$ cat src/rtl/filter_rule_table.sv
// filter_rule_table: AXI-Lite rule table with shadow/active registers and deferred atomic commit
module filter_rule_table #(
  parameter int NUM_RULES = 4,
  parameter int ADDR_W = 10
) (
  input  logic                    clk,
  input  logic                    rst_n,
  input  logic                    s_awvalid,
  output logic                    s_awready,
  input  logic [ADDR_W-1:0]       s_awaddr,
  input  logic                    s_wvalid,
  output logic                    s_wready,
  input  logic [31:0]             s_wdata,
  input  logic [3:0]              s_wstrb,
  output logic                    s_bvalid,
  input  logic                    s_bready,
  output logic [1:0]              s_bresp,
  input  logic                    s_arvalid,
  output logic                    s_arready,
  input  logic [ADDR_W-1:0]       s_araddr,
  output logic                    s_rvalid,
  input  logic                    s_rready,
  output logic [31:0]             s_rdata,
  output logic [1:0]              s_rresp,
  input  logic                    pkt_busy,
  output logic [48*NUM_RULES-1:0] rule_mac,
  output logic [16*NUM_RULES-1:0] rule_ethertype,
  output logic [8*NUM_RULES-1:0]  rule_ip_proto,
  output logic [32*NUM_RULES-1:0] rule_ip_base,
  output logic [32*NUM_RULES-1:0] rule_ip_mask,
  output logic [16*NUM_RULES-1:0] rule_udp_port,
  output logic [NUM_RULES-1:0]    rule_en,
  output logic [7:0]              cfg_gen,
  output logic                    commit_done
);
  logic [47:0] sh_mac [NUM_RULES], a_mac [NUM_RULES];
  logic [15:0] sh_eth [NUM_RULES], a_eth [NUM_RULES];
  logic [7:0]  sh_proto [NUM_RULES], a_proto [NUM_RULES];
  logic [31:0] sh_base [NUM_RULES], a_base [NUM_RULES];
  logic [31:0] sh_mask [NUM_RULES], a_mask [NUM_RULES];
  logic [15:0] sh_udp [NUM_RULES], a_udp [NUM_RULES];
  logic        sh_en [NUM_RULES], a_en [NUM_RULES];
  logic [31:0] shw [NUM_RULES][8];
  logic [31:0] w_cur, w_val, r_val;
  logic        w_ok, r_ok, wr, rd, cp, commit, unused;
  assign wr = s_awvalid & s_wvalid & !s_bvalid;
  assign rd = s_arvalid & !s_rvalid;
  assign s_awready = wr;
  assign s_wready = wr;
  assign s_arready = !s_rvalid;
  assign commit = cp & !pkt_busy;
  assign unused = ^{s_awaddr[1:0], s_araddr[1:0]};
  always_comb begin
    w_cur = '0;
    w_val = '0;
    w_ok = s_awaddr[9] && s_awaddr[4:2] == 3'd0;
    r_ok = s_araddr[9] && s_araddr[4:2] <= 3'd2;
    r_val = !s_araddr[9] ? 32'hDEADBEEF :
            s_araddr[4:2] == 3'd0 ? 32'h0 :
            s_araddr[4:2] == 3'd1 ? {31'b0, cp} :
            s_araddr[4:2] == 3'd2 ? {24'b0, cfg_gen} : 32'hDEADBEEF;
    for (int r = 0; r < NUM_RULES; r++) begin
      shw[r][0] = sh_mac[r][31:0];
      shw[r][1] = {16'b0, sh_mac[r][47:32]};
      shw[r][2] = {16'b0, sh_eth[r]};
      shw[r][3] = {24'b0, sh_proto[r]};
      shw[r][4] = sh_base[r];
      shw[r][5] = sh_mask[r];
      shw[r][6] = {16'b0, sh_udp[r]};
      shw[r][7] = {31'b0, sh_en[r]};
      if (!s_awaddr[9] && s_awaddr[8:5] == 4'(r)) begin
        w_cur = shw[r][s_awaddr[4:2]];
        w_ok = 1'b1;
      end
      if (!s_araddr[9] && s_araddr[8:5] == 4'(r)) begin
        r_val = shw[r][s_araddr[4:2]];
        r_ok = 1'b1;
      end
    end
    for (int b = 0; b < 4; b++) w_val[8*b+:8] = s_wstrb[b] ? s_wdata[8*b+:8] : w_cur[8*b+:8];
  end
  always_ff @(posedge clk) begin
    if (!rst_n) begin
      for (int r = 0; r < NUM_RULES; r++) begin
        sh_mac[r] <= 48'hCAFE_DEADBEEF;
        a_mac[r] <= 48'hCAFE_DEADBEEF;
        sh_eth[r] <= 16'h0800;
        a_eth[r] <= 16'h0800;
        sh_proto[r] <= 8'h11;
        a_proto[r] <= 8'h11;
        sh_base[r] <= 32'h0A000100;
        a_base[r] <= 32'h0A000100;
        sh_mask[r] <= 32'hFFFFFFFC;
        a_mask[r] <= 32'hFFFFFFFC;
        sh_udp[r] <= 16'd25565;
        a_udp[r] <= 16'd25565;
        sh_en[r] <= r == 0;
        a_en[r] <= r == 0;
      end
      cp <= 1'b0;
      cfg_gen <= '0;
      commit_done <= 1'b0;
      s_bvalid <= 1'b0;
      s_bresp <= '0;
      s_rvalid <= 1'b0;
      s_rdata <= '0;
      s_rresp <= '0;
    end else begin
      s_bvalid <= wr | (s_bvalid & !s_bready);
      if (wr) s_bresp <= w_ok ? 2'b00 : 2'b10;
      s_rvalid <= rd | (s_rvalid & !s_rready);
      if (rd) begin
        s_rdata <= r_val;
        s_rresp <= r_ok ? 2'b00 : 2'b10;
      end
      commit_done <= commit;
      if (commit) begin
        a_mac <= sh_mac;
        a_eth <= sh_eth;
        a_proto <= sh_proto;
        a_base <= sh_base;
        a_mask <= sh_mask;
        a_udp <= sh_udp;
        a_en <= sh_en;
        cfg_gen <= cfg_gen + 8'd1;
      end
      cp <= (cp & !commit) | (wr & w_ok & s_awaddr[9] & s_wstrb[0] & s_wdata[0]);
      for (int r = 0; r < NUM_RULES; r++)
        if (wr && !s_awaddr[9] && s_awaddr[8:5] == 4'(r))
          case (s_awaddr[4:2])
            3'd0: sh_mac[r][31:0] <= w_val;
            3'd1: sh_mac[r][47:32] <= w_val[15:0];
            3'd2: sh_eth[r] <= w_val[15:0];
            3'd3: sh_proto[r] <= w_val[7:0];
            3'd4: sh_base[r] <= w_val;
            3'd5: sh_mask[r] <= w_val;
            3'd6: sh_udp[r] <= w_val[15:0];
            default: sh_en[r] <= w_val[0];
          endcase
    end
  end
  for (genvar i = 0; i < NUM_RULES; i++) begin : g_out
    assign rule_mac[48*i+:48] = a_mac[i];
    assign rule_ethertype[16*i+:16] = a_eth[i];
    assign rule_ip_proto[8*i+:8] = a_proto[i];
    assign rule_ip_base[32*i+:32] = a_base[i];
    assign rule_ip_mask[32*i+:32] = a_mask[i];
    assign rule_udp_port[16*i+:16] = a_udp[i];
    assign rule_en[i] = a_en[i];
  end
endmodule

$ cat config.mk
export PLATFORM = sky130hd
export DESIGN_NAME = filter_rule_table
export DESIGN_NICKNAME = d
export VERILOG_FILES = /design/src/rtl/filter_rule_table.sv
export SDC_FILE = /design/constraint.sdc
export NUM_CORES = 2
export LEC_CHECK = 0
export ABC_AREA = 1
export CAP_MARGIN = 40
export CORE_MARGIN = 4
export CORE_UTILIZATION = 46
export DETAILED_ROUTE_END_ITERATION = 6
export PLACE_DENSITY_LB_ADDON = 0.1
export SYNTH_ARGS = -nofsm -noshare
export SYNTH_HDL_FRONTEND = slang
export SYNTH_SLANG_ARGS = --single-unit
$ cat constraint.sdc
create_clock -name clk -period 2.6 [get_ports clk]
set_input_delay 0.39 -clock clk [delete_from_list [all_inputs] [get_ports clk]]
set_output_delay 0.39 -clock clk [all_outputs]
set_load 0.05 [all_outputs]
# Word level (Yosys, flattened, before mapping)
# Index checks and enable logic that the tools add are counted.
classes:
  reduce_logical: 60
  add_sub_neg: 1
  mux: 50
  bitwise: 17
  eq_ne: 14
  magnitude_cmp: 3
op_table:
  columns: ["op", "n"]
  rows:
  - ["$mux W32", 28]
  - ["$bmux W32 S3", 8]
  - ["$reduce_and A2 Y1", 32]
  - ["$mux W8", 4]
  - ["$eq A4 B2 Y1 const B", 4]
  - ["$logic_and A1 B1 Y1", 15]
  - ["$and A1 B1 Y1", 11]
  - ["$eq A3 B2 Y1 const B", 3]
  - ["$eq A3 B3 Y1 const B", 3]
  - ["$add A8 B1 Y8 const B", 1]
  - ["$eq A4 B1 Y1 const B", 2]
  - ["$ge A4 B4 Y1 const B", 2]
  - ["$logic_not A1 Y1", 8]
  - ["$logic_not A4 Y1", 2]
  - ["$mux W1", 8]
  - ["$not A3 Y4", 2]
  - ["$reduce_or A7 Y1", 1]
  - ["$eq A3 B1 Y1 const B", 2]
  - ["$logic_not A3 Y1", 2]
  - ["$mux W2", 2]
  - ["$le A3 B2 Y1 const B", 1]
  - ["$or A1 B1 Y1", 3]
  - ["$not A1 Y1", 1]
totals:
  input_bits: 64
  word_cells: 213
  reg_bits: 1272

# Logic depth before layout (Yosys ltp)
logic_depth:
  word_depth: 11
  ltp_mapped: 16

# Worst setup path after synthesis
# Ideal clock, no wire load.
synth_timing:
  path_kind: "register to register"
  startpoint: "register s_bvalid"
  endpoint: "register sh_mask[86] in the netlist's numbering"
  stages_incl_launch_ff: 11
  arrival_time_ns: 2.695
  setup_ns: 0.132
  slack_ns: -0.226
  required_time_ns: 2.468
  period_less_slack_ns: 2.826
  path_cell_list: "dfxtp_1 > nor2_1 > inv_1 > nor2_1 > inv_1 > nor2_2 > inv_1 > clkbuf_1 > clkbuf_1 > a21oi_1 > o21ai_0"
synth_between:
  elab_chain_len: 5
synth_rtl:
  columns: ["item", "line_no", "text"]
  rows:
  - ["from (decl)", "15", "output logic s_bvalid,"]
  - ["from (signal assigned)", "109", "s_bvalid <= wr | (s_bvalid & !s_bready);"]
  - ["$logic_not A1 Y1", "46", "assign wr = s_awvalid & s_wvalid & !s_bvalid;"]
  - ["$and A1 B1 Y1", "46", null]
  - ["net s_awready", "9", "output logic s_awready,"]
  - ["$logic_and A1 B1 Y1 (2 in series)", "129", "if (wr && !s_awaddr[9] && s_awaddr[8:5] == 4'(r))"]
  - ["$reduce_and A2 Y1 (no line)", null, null]
  - ["to (signal, indexed assignment)", "136", "3'd5: sh_mask[r] <= w_val;"]
  - ["to (decl)", "40", "logic [31:0] sh_mask [NUM_RULES], a_mask [NUM_RULES];"]
# The timed path passes the listed nets, and every way through them passes these cells.
# A chain may end at the register's enable or synchronous reset.

# Final worst setup path
layout_timing:
  startpoint: "input s_araddr[2]"
  endpoint: "register s_rdata[4]"
layout_between:
  elab_chain_len: 9
layout_rtl:
  columns: ["item", "line_no", "text"]
  rows:
  - ["from (decl)", "20", "input logic [ADDR_W-1:0] s_araddr,"]
  - ["$eq A3 B2 Y1", "61", "s_araddr[4:2] == 3'd2 ? {24'b0, cfg_gen} : 32'hDEADBEEF;"]
  - ["$mux W32", "61", null]
  - ["$mux W32", "60", "s_araddr[4:2] == 3'd1 ? {31'b0, cp} :"]
  - ["$mux W32", "59", "s_araddr[4:2] == 3'd0 ? 32'h0 :"]
  - ["$mux W32", "58", "r_val = !s_araddr[9] ? 32'hDEADBEEF :"]
  - ["$mux W32 (3 in series)", "75", "if (!s_araddr[9] && s_araddr[8:5] == 4'(r)) begin"]
  - ["$mux W32 (*)", "75", null]
  - ["to (signal assigned)", "113", "s_rdata <= r_val;"]
  - ["to (decl)", "23", "output logic [31:0] s_rdata,"]
# Every way passes the cells marked *; elsewhere a longest branch is shown, timed or not. The select of a mux whose other input is x is not followed.

==> impl_metrics.json <==
{
  "status": "finished, violations left",
  "violations": "DRC, setup timing",
  "fillers": 10300,
  "h-tree-depth": 4,
  "grt_pass1_vias": 57200,
  "max_clock_freq_mhz": 381,
  "cts_tree": "yes",
  "ant_nets": 0,
  "first_pass_iters": 7,
  "worstHoldPathType": "primary input to flip-flop",
  "stdcell_count": 10100,
  "mostFrequentLayoutCell": "nand2_1",
  "worst_slack_ns": -0.0266,
  "die_w_um": 350,
  "timing.rr.start": "sh_mask[79]$_SDFFE_PN1P_",
  "power_leakage_nw": 31.2,
  "core-area_mm2": 0.116,
  "power_mw": 45.0,
  "fin_crit_sh_pct": 101,
  "critical_path_class": "primary input to flip-flop",
  "ir_drop_uv": 666,
  "drt_iter0_markers": 10300,
  "syn_area_mm2": 0.0537,
  "dp_slack_ns": -0.704,
  "fin_crit_ns": 2.63,
  "r2r_slack_ns": 0.28,
  "grt_first_pass_wirelength_um": 436000,
  "wirelength_um": 320000,
  "synth-edff-count": 0,
  "end_kind": "flip-flop",
  "grt_max_degree": 128,
  "grt_antenna_before_repair": 34,
  "syn-instance-count": 7501,
  "drc": 2,
  "synth_seq_cells": 1270,
  "critPathMaxFanout": 16,
  "power_density_mw_per_mm2": 623,
  "die-area_mm2": 0.122,
  "synth_cell_type_count": 42,
  "fp.dieH_um": 350,
  "num_io_pins": 726,
  "cts.sinks": 1270,
  "drive_gt1_share_pct": 11.7,
  "hp-start": "s_rready",
  "fin_area_mm2": 0.0723,
  "syn2layout_area_growth_pct": 34.6,
  "setup_viol": 2,
  "crit_path_start_kind": "primary input",
  "via_per_inst": 6.29,
  "cap_violations": 0,
  "vias": 63400,
  "rr_worst_depth": 11,
  "root_buffer": "clkbuf_16",
  "regToRegEndpoint": "sh_mac[63]$_SDFFE_PN1P_",
  "rows": 125,
  "rsz0062_at_grt": "false",
  "overflow": 0,
  "final-max-slew-violation-count": 0,
  "ys_seq_area_share_pct": 47.3,
  "synthArstFlopShare_pct": 0,
  "critPathArrivalTime_ns": 3.27,
  "grtUsageTotal_pct": 50.2,
  "start_util_pct": 46.3,
  "finalHoldViolCount": 0,
  "clk_latency_ns": 0.79,
  "cts_inserted_buffers": 137,
  "worst_pin_slew_ns": 0.959,
  "final_cell_mix": "1754 x nand2_1, 1270 x dfxtp_1, 899 x a21oi_1, 843 x o21ai_0, 707 x clkdlybuf4s50_1",
  "slew_headroom_pct": 35.4,
  "post_drt_wl_per_cell_um": 31.8,
  "clkTransAtPathRegs_ns": 0.06,
  "postSynthAreaPerCell_um2": 7.16,
  "cp_data_required_time_ns": 3.24,
  "fin_skew_ns": 0.0271,
  "placed_area_mm2": 0.0674,
  "numPortBuffers": 719,
  "place.gp.congestion": 1.16,
  "cts_max_path_buffers": 3,
  "synth_ff_type": "dfxtp_1",
  "hold_depth": 3,
  "dp_hpwl_um": 244000,
  "dp_cells": 9807,
  "yosysWarnings": 0,
  "min_to": "s_rvalid$_SDFF_PN0_",
  "finalNetCount": 8488
}
[worst max-delay path by stage]
stage	from	end	slack, ns
3_5_place_dp	s_araddr[2]	s_rdata[4]$_SDFFE_PN0P_	-0.70
6_report	s_araddr[2]	s_rdata[4]$_SDFFE_PN0P_	-0.03
4_1_cts	cfg_gen[0]$_SDFFE_PN0P_	cfg_gen[0]	0.004
3_3_place_gp	s_araddr[2]	s_rdata[4]$_SDFFE_PN0P_	-0.70
5_1_grt	cfg_gen[1]$_SDFFE_PN0P_	cfg_gen[1]	0.01
2_1_floorplan	s_bvalid$_SDFF_PN0_	sh_mask[86]$_SDFFE_PN1P_	0.08
[state kept, by name (all words and copies together), names as in the netlist, 4 cells and up]
register,count
cfg_gen,8
rule_en,4
rule_ethertype,64
rule_ip_base,128
rule_ip_mask,128
rule_ip_proto,32
rule_mac,192
rule_udp_port,64
s_rdata,32
sh_base,128
sh_en,4
sh_eth,64
sh_mac,192
sh_mask,128
sh_proto,32
sh_udp,64
[kinds of logic (layout without fill, tap and decap cells)]
family	Yosys count	after routing	share of synthesized area, %
adders and majority gates	1	1	0.0233
and+or+nand+nor	2879	2879	21.8
AOI/OAI and AO/OA	2278	2278	22.9
other	1	21	0.00698
muxes	1	1	0.0186
buffers and inverters	1071	2101	7.87
DFF	1270	1270	47.3
[cell type report]
| type | count | area, um2 | share of cell area, % |
|---|---|---|---|
| Timing Repair Buffer | 1421 | 14400 | 19.9 |
| Clock buffer | 192 | 3960 | 5.48 |
| Multi-Input combinational cell | 5161 | 24100 | 33.4 |
| Inverter | 432 | 1640 | 2.27 |
| Tap cell | 1524 | 1910 | 2.64 |
| Sequential cell | 1270 | 25400 | 35.2 |
| Antenna cell | 19 | 47.5 | 0.0658 |
| Clock inverter | 56 | 826 | 1.14 |
[cell usage after synthesis (17+ instances only)]
cell type  count  area, um2
buf_4         19        143
nor2_1       549       2060
nand3_1      431       2160
buf_2         95        475
buf_1         42        158
a21oi_1      899       4500
dfxtp_1     1270      25400
or2_2         18        113
o22ai_1       59        369
nand4_1       91        569
o21ai_1      164        821
o21a_1        17        128
a22oi_1       55        413
inv_1        418       1570
nand2_1     1756       6590
clkbuf_1     481       1810
o21ai_0      843       4220
o211ai_1     180       1350
[per-stage QoR]
step / util (%) / hold slack [ns] / setup TNS, ns
2_1_floorplan: - / 0.436 / 0
3_3_place_gp: 58.1 / 0.446 / -157.58
3_5_place_dp: 58.1 / 0.453 / -163.31
4_1_cts: 62.2 / 0.247 / 0
5_1_grt: 62.3 / 0.271 / 0
6_report: 62.3 / 0.276 / -0.0394
[worst max-delay path, stage by stage]
cell             delay, ns
clkdlybuf4s50_1       0.66
buf_12                0.15
nor2_4                0.07
buf_12                0.17
buf_4                 0.16
buf_4                 0.16
nand2_1               0.06
o21ai_0               0.18
nor3_1                0.63
nor2_1                0.10
nor2_1                0.22
nand2_1               0.14
nand2_1               0.08
a21oi_1               0.06
[report_power, final]
group | switching (mW) | leakage [nW] | internal (mW)
logic | 3.12 | 18.6 | 1.36
registers | 0.108 | 10.3 | 19.5
clock network | 8.87 | 2.34 | 12.0
total | 12.1 | 31.2 | 32.9
[routing by layer]
metal	track usage, %	up-vias	share of wire (%)
met5	1.57	-	0.12
met4	32.3	26	8.2
met3	20.9	1120	16
met2	68.7	5356	39
met1	64.4	29900	37
li1	-	26900	-
[what timing repair did]
action / in CTS / in global routing
hold buffers: 1 / 0
pin swaps: 0 / 1
resized for setup: 3 / 5
endpoints found under the setup margin: 3 / 4
endpoints found under the hold margin: 3 / 0
buffers inserted: 0 / 0
(Power assumes the default switching activity.)
